<file path="src/rtl/mux_sel_seq.sv">
// rtl/mux_sel_seq.sv - select sequencer and result reassembler for the 4-to-1 mux
//
// Latches a 4-bit word onto the mux data inputs, walks the mux select through
// slots 0..3 holding each for HOLD cycles, samples the mux output at the last
// edge of every slot and rebuilds the word in q.
//
// Optional feature macro: MUX_SEQ_CHECK_EN (compare q against d at completion).
//
// Parameters:
//   HOLD   cycles each select value is held (1..256)
// Ports:
//   clk    in   clock, rising edge
//   rst_n  in   synchronous active-low reset
//   start  in   request a new sequence, sampled while ready=1
//   d_in   in   [3:0] word captured on an accepted start
//   y      in   output of the downstream mux
//   d      out  [3:0] registered word driven to mux.d
//   s      out  [1:0] registered select driven to mux.s
//   ready  out  idle, start will be accepted
//   busy   out  sequence in progress
//   done   out  one-cycle completion pulse, q valid in the same cycle
//   q      out  [3:0] reassembled word, q[i] = y sampled while s=i
//   err    out  q/d mismatch flag (0 when the check is not built)
module mux_sel_seq #(
   parameter int HOLD = 4
) (
   input  logic       clk,
   input  logic       rst_n,
   input  logic       start,
   input  logic [3:0] d_in,
   input  logic       y,
   output logic [3:0] d,
   output logic [1:0] s,
   output logic       ready,
   output logic       busy,
   output logic       done,
   output logic [3:0] q,
   output logic       err
);

   localparam int CW = (HOLD > 1) ? $clog2(HOLD) : 1;
   localparam logic [CW-1:0] CNT_LAST = CW'(HOLD - 1);

   typedef enum logic [1:0] {
      IDLE = 2'd0,
      RUN  = 2'd1,
      DONE = 2'd2
   } state_t;

   state_t          state_q, state_d;
   logic [3:0]      d_q, d_d;
   logic [1:0]      s_q, s_d;
   logic [CW-1:0]   cnt_q, cnt_d;
   logic [3:0]      q_q, q_d;
   logic            ready_q, ready_d;
   logic            busy_q, busy_d;
   logic            done_q, done_d;
   logic            err_q, err_d;

   always_comb begin
      state_d = state_q;
      d_d     = d_q;
      s_d     = s_q;
      cnt_d   = cnt_q;
      q_d     = q_q;
      ready_d = ready_q;
      busy_d  = busy_q;
      done_d  = 1'b0;
      err_d   = err_q;

      case (state_q)
         IDLE: begin
            if (start) begin
               state_d = RUN;
               d_d     = d_in;
               s_d     = 2'd0;
               cnt_d   = '0;
               q_d     = 4'd0;
               err_d   = 1'b0;
               ready_d = 1'b0;
               busy_d  = 1'b1;
            end
         end
         RUN: begin
            if (cnt_q == CNT_LAST) begin
               // last edge of the slot: y has been stable for the whole slot
               cnt_d    = '0;
               q_d[s_q] = y;
               if (s_q == 2'd3) begin
                  state_d = DONE;
                  busy_d  = 1'b0;
                  done_d  = 1'b1;
`ifdef MUX_SEQ_CHECK_EN
                  // compare with the word including the bit captured this edge
                  err_d   = (q_d != d_q);
`endif
               end else begin
                  s_d = s_q + 2'd1;
               end
            end else begin
               cnt_d = cnt_q + 1'b1;
            end
         end
         DONE: begin
            state_d = IDLE;
            ready_d = 1'b1;
         end
         default: begin
            state_d = IDLE;
            ready_d = 1'b1;
            busy_d  = 1'b0;
         end
      endcase
   end

   always_ff @(posedge clk) begin
      if (!rst_n) begin
         state_q <= IDLE;
         d_q     <= 4'd0;
         s_q     <= 2'd0;
         cnt_q   <= '0;
         q_q     <= 4'd0;
         ready_q <= 1'b1;
         busy_q  <= 1'b0;
         done_q  <= 1'b0;
         err_q   <= 1'b0;
      end else begin
         state_q <= state_d;
         d_q     <= d_d;
         s_q     <= s_d;
         cnt_q   <= cnt_d;
         q_q     <= q_d;
         ready_q <= ready_d;
         busy_q  <= busy_d;
         done_q  <= done_d;
         err_q   <= err_d;
      end
   end

   assign d     = d_q;
   assign s     = s_q;
   assign ready = ready_q;
   assign busy  = busy_q;
   assign done  = done_q;
   assign q     = q_q;
`ifdef MUX_SEQ_CHECK_EN
   assign err   = err_q;
`else
   // err_q never leaves 0 here; the output is tied off so no comparator exists
   assign err   = 1'b0;
`endif

endmodule
</file>
<file path="config.mk">
export PLATFORM = sky130hd
export DESIGN_NAME = mux_sel_seq
export DESIGN_NICKNAME = d
export VERILOG_FILES = /design/src/rtl/mux_sel_seq.sv
export SDC_FILE = /design/constraint.sdc
export NUM_CORES = 1
export LEC_CHECK = 0
export BUFFER_PORTS_ARGS = -buffer_cell sky130_fd_sc_hd__buf_2
export CORE_AREA = 2 2 48 50
export CTS_CLUSTER_DIAMETER = 50
export DETAILED_ROUTE_END_ITERATION = 8
export DIE_AREA = 0 0 50 52
export PLACE_DENSITY = 0.67
export SLEW_MARGIN = 25
export SYNTH_ARGS = -nofsm -noshare
export SYNTH_HDL_FRONTEND = slang
export SYNTH_SLANG_ARGS = --single-unit
</file>
<file path="constraint.sdc">
create_clock -name clk -period 1.75 [get_ports clk]
set_input_delay 0.35 -clock clk [delete_from_list [all_inputs] [get_ports clk]]
set_output_delay 0.35 -clock clk [all_outputs]
set_load 0.01 [all_outputs]
</file>
==> metrics, run 1 <==
antenna violations before repair=0; final setup vio count=0; CP max-delay cell=or3b_1; outcome=finished clean; FF+latch count, synth=17; Post-synth ARST share=0; Die H=52 um; Final period util=0.841; largest net degree at the start of global routing=16; HP Start=d_in[3]; Max stage delay on crit path=0.44 ns; Post-synth EDFFs=0; fillers=203; root buf cell=clkbuf_4; vias in the first global route=603; CP startpoint=cnt_q[0]; worst skew pair latency=0.29 ns; Mapped Nets=99; Clock Skew=0.00264 ns; CP cell instances=ha_1 > mux2i_1 > or3b_1 > o211ai_1; share of cells above drive strength 1=0.238; DRT iter0 DRCs=7; Peak Freq=679 MHz; most frequent cell after synthesis=dfxtp_1; top-level I/O count=22; # diodes=0; 1st-pass router iterations=4; WL/cell=11.5 um; min Tclk post-route=1.47 ns; DRC=0; total track usage=0.134; core area=2110 sq um; Syn. warnings=0; number of library cell types mapped by synthesis=28; max_slew headroom=0.601; worst-path maximum fanout=6; FF-to-FF Start=cnt_q[0]; CP required=1.97 ns; Setup TNS Final=0 ns; power after layout=0.710 mW; Pleak=0.387 nW; Synth area leaders=dfxtp_1 43%, ha_1 7.9%, mux2i_1 6.3%, nand3b_1 3.8%, o211ai_1 3.8%; FP Rows=17; WS Path Type=flip-flop to flip-flop; Sink Count=17; die width=50 um; DR vias/cell=5.11; Buf/Inv on CP=0; IR Drop Worst-Case VDD=0.388 mV; worst-margin pin slew=0.595 ns; Syn Area/Cell=9.22 sq um; CP endpoint kind=flip-flop; FF/Latch Area=342 sq um; Syn Inst Count=86; routed wire length=1530 um; CTS Buffer Depth=2; sequential fraction of the synthesis area=0.429; first-pass GRT wire length=2530 um; routability congestion estimate=0.701; startpoint types=flip-flop; Area Growth Syn to Fin=17.7%; CTS Hold Bufs=0; Vias=679; top cell type's share of synthesized area=0.429; min-delay worst type=primary input to flip-flop; Max Slew Vio Count=0; Critical Path AT=1.69 ns; IO Port Bufs=20; multi-input logic area=415 sq um; max_cap viols=0; Power Density=760 nW/um^2; delay-heaviest family, CP=simple AND/OR/NAND/NOR gates; final hold violations=0; postcts setup bufs=0; DIE AREA=2600 sq um; CTS buffer count=3; post_cts resized=0; Nets=119; largest area contributor in the synthesized netlist=dfxtp_1; Detail Placement HPWL=1100 um; H-tree depth=1; final hold slack=0.284 ns; RSZ-0062 raised after global routing=no; Mapped Area=793 sq um; Routed Antenna Nets=0; clk slew on worst S/H paths=0.09 ns; CTS tree=yes; Post-synth top flop=dfxtp_1; grt total ovfl=0; Starting Density=0.377
flip-flops by register name, indices dropped and copies added (netlist names):
signal,count
s,2
d,4
cnt_q,2
busy,1
state_q,2
ready,1
done,1
q,4
stage by stage:
step / area, sq um / instances / utilization / setup WS, ns
final: 933 / 133 / 0.443 / 0.278
after global routing: 933 / 133 / 0.443 / 0.127
after CTS: 932 / 133 / 0.443 / 0.182
after detailed placement: 906 / 129 / 0.430 / 0.195
after global placement: 906 / 129 / 0.430 / 0.278
after floorplan: 793 / 86 / - / 0.414
cell usage in the layout (no fill, tap or decap), drive strengths merged:
cell	synthesis	final
o311ai	1	1
or3	1	1
o21ai	2	2
or3b	1	1
mux2i	5	5
nor3	2	2
o32ai	1	1
o21bai	1	1
ha	5	5
a31oi	1	1
conb	1	1
o211ai	4	4
nand4b	2	2
a21oi	4	4
clkbuf	4	4
nor2b	3	3
nor3b	1	1
nand3b	4	4
nand2b	2	2
a211oi	3	3
dfxtp	17	17
nor2	5	5
nand3	5	5
inv	4	4
nand2	5	5
buf	1	20
o22ai	1	1
worst reg2reg max path, delay by kind of cell (launching register included):
| kind | cells | cell delay (ns) |
|---|---|---|
| multiplexers | 1 | 0.18 |
| adder cells (fa/ha/maj) | 1 | 0.25 |
| AND/OR/NAND/NOR | 1 | 0.44 |
| flip-flops | 1 | 0.36 |
| AO/OA/AOI/OAI | 1 | 0.18 |
cell type report:
class                   count  share of cell area
multi-input cells          60               0.445
flip-flops and latches     17               0.366
clock buffers               4              0.0282
inverters                   4              0.0161
well taps                  28              0.0375
repair buffers             20               0.107
power breakdown:
group | total (mW) | internal (mW) | switching (mW) | leakage (nW)
Clock | 0.210 | 0.0888 | 0.121 | 0.0150
Combinational | 0.0826 | 0.0377 | 0.0449 | 0.233
Sequential | 0.418 | 0.403 | 0.0148 | 0.139
Total | 0.710 | 0.529 | 0.180 | 0.387
worst paths after layout:
path         cells after the start  slack [ns]   end
min reg2reg                      2        0.49  q[3]
max                              4        0.28  q[1]
min                              3        0.28  d[3]
max reg2reg                      4        0.28  q[1]
per-layer routing:
metal	routed length, um	track usage
met2	729	0.221
met3	109	0.0402
met1	659	0.144
met4	33	0.0972
met5	0	0
logic make-up (layout without fill, tap and decap cells):
group / after synthesis / after routing / synth area share
compound gates: 18 / 18 / 0.151
fa+ha+maj: 5 / 5 / 0.0789
buf+inv: 9 / 28 / 0.0473
flops: 17 / 17 / 0.429
mux: 5 / 5 / 0.0631
other cells: 1 / 1 / 0.00473
simple gates: 31 / 31 / 0.226
Note: power is estimated with default switching activity, not from simulation.
==> run 2: changes to the inputs <==
==> constraint.sdc (replaced) <==
create_clock -name clk -period 1.5 [get_ports clk]
set_input_delay 0.3 -clock clk [delete_from_list [all_inputs] [get_ports clk]]
set_output_delay 0.3 -clock clk [all_outputs]
set_load 0.01 [all_outputs]
==> run 2 against run 1 <==
Via count grew 2.4%. First-iteration DRC count shrank 14%. Utilization up 1.7 points. Count of clock-buffer cells in the layout unchanged. Final cell count is 3.8% higher. Clock skew rose by 0.0022 ns. Hold slack got worse by 0.041 ns. Die area stayed put. Maximum frequency rose by 8.6%. Sequential power grew 16%. Critical path type unchanged.
==> metrics, run 2 (same netlist as run 1, synthesis figures left out) <==
Pleak=0.412 nW (+6.4%); Die H=52 um (unchanged); outcome=finished clean; DRC=0 (unchanged); first-pass GRT wire length=2790 um (+10%); final setup vio count=0 (unchanged); IR Drop Worst-Case VDD=0.435 mV (+12%); Starting Density=0.377 (unchanged); RSZ-0062 raised after global routing=no; Final period util=0.904 (+0.0623); DR vias/cell=5.04 (-1.4%); max_cap viols=0 (unchanged); Detail Placement HPWL=1180 um (+7.7%); Peak Freq=738 MHz (+8.6%); Vias=695 (+2.4%); total track usage=0.143 (+0.00880); vias in the first global route=646 (+7.1%); Critical Path AT=1.57 ns (-0.12 ns); CP required=1.72 ns (-0.25 ns); Setup TNS Final=0 ns (unchanged); Layout Utilization=0.460 (+0.0172); WS Path Type=flip-flop to flip-flop; CTS tree=yes; core area=2110 sq um (unchanged); routed wire length=1580 um (+3.1%); most frequent cells in the layout=20 x buf_2, 17 x dfxtp_1; routability congestion estimate=0.692 (-1.3%); IO Port Bufs=20 (unchanged); largest net degree at the start of global routing=14 (-2); Logic pwr share=0.134 (+0.018); Clock Skew=0.00488 ns (+0.00223 ns); worst-path maximum fanout=4 (-2); post_cts resized=0 (unchanged); Max Slew Vio Count=0 (unchanged); Max stage delay on crit path=0.44 ns (about the same); Nets=124 (+4.2%); CP max-delay cell=or3b_1; FP Rows=17 (unchanged); clk slew on worst S/H paths=0.10 ns (about the same); CP cell instances=ha_1 > mux2i_1 > or3b_1 > o211ai_1; CP endpoint kind=flip-flop; switching pwr=0.213 mW (+18%); clock share of power=0.290 (-0.005); fin area=970 sq um (+3.9%); Sink Count=17 (unchanged); min-delay worst type=primary input to flip-flop; CTS Hold Bufs=0 (unchanged); top-level I/O count=22 (unchanged); FF/Latch Area=340 sq um (-0.37%); multi-input logic area=415 sq um (unchanged); Area Growth Syn to Fin=22.2%; grt total ovfl=0 (unchanged); most common cell after layout, fill and taps aside=buf_2; metal3 WL=68 um (-38%); fillers=220 (+8.4%); top sig layer=met4; 1st-pass router iterations=4 (unchanged); root buf cell=clkbuf_4; startpoint types=flip-flop; Routed Antenna Nets=0 (unchanged); DRT iter0 DRCs=6 (-1); share of cells above drive strength 1=0.264 (+0.0255); Sw Share=0.254 (-0.000518); postcts setup bufs=0 (unchanged); internal power=0.626 mW (+18%); die width=50 um (unchanged); placed inst area=943 sq um (+4.1%); CTS Buffer Depth=2 (unchanged); # diodes=0 (unchanged); H-tree depth=1 (unchanged); met2 wire len=730 um (+0.14%); final hold violations=0 (unchanged); M1 WL=755 um (+15%); final hold slack=0.243 ns (-0.0412 ns); DIE AREA=2600 sq um (unchanged); antenna violations before repair=0 (unchanged); worst skew pair latency=0.29 ns (about the same); Flop pwr share=0.575 (-0.013); Power Density=865 nW/um^2 (+14%); min Tclk post-route=1.36 ns (-0.117 ns); WL/cell=11.4 um (-0.67%); CTS buffer count=3 (unchanged)
[run 2: per-layer routing]
layer,vias to the layer above,track usage
li1,356,-
met1,318,0.179
met2,17,0.228
met3,4,0.0345
met4,0,0.0694
met5,-,0
[run 2: worst paths after layout]
kind                 start  cells after the start    to  slack (ns)
setup / recovery  cnt_q[0]                      4  q[1]        0.14
hold reg to reg       q[3]                      2  q[3]        0.48
hold / removal     d_in[1]                      3  d[1]        0.24
setup reg to reg  cnt_q[0]                      4  q[1]        0.14
[run 2: final cells by class]
cell class              count  share of cell area
clock buffers               4              0.0271
inverters                   4              0.0155
multi-input cells          60               0.428
flip-flops and latches     17               0.351
well taps                  28              0.0361
repair buffers             25               0.142
[run 2: power groups by stage]
stage	Clock, mW	Combinational [mW]	Sequential, mW
after global placement	0	0.112	0.491
after detailed placement	0	0.114	0.493
after CTS	0.254	0.114	0.483
final	0.244	0.113	0.483
after floorplan	0	0.0657	0.497
after global routing	0.279	0.127	0.485
[run 2: metrics by stage]
| step | setup slack [ns] | std cells | power, mW |
|---|---|---|---|
| floorplan | 0.164 | 86 | 0.563 |
| global placement | 0.231 | 134 | 0.603 |
| detailed placement | 0.162 | 134 | 0.607 |
| CTS | 0.141 | 138 | 0.851 |
| global route | 0.0809 | 138 | 0.891 |
| finish | 0.145 | 138 | 0.839 |
[run 2: worst max-delay path, delay by kind of cell (launching register included)]
| family | cells | cell delay (ns) |
|---|---|---|
| AOI/OAI and AO/OA | 1 | 0.19 |
| adders and majority gates | 1 | 0.18 |
| muxes | 1 | 0.11 |
| DFF | 1 | 0.37 |
| and+or+nand+nor | 1 | 0.44 |
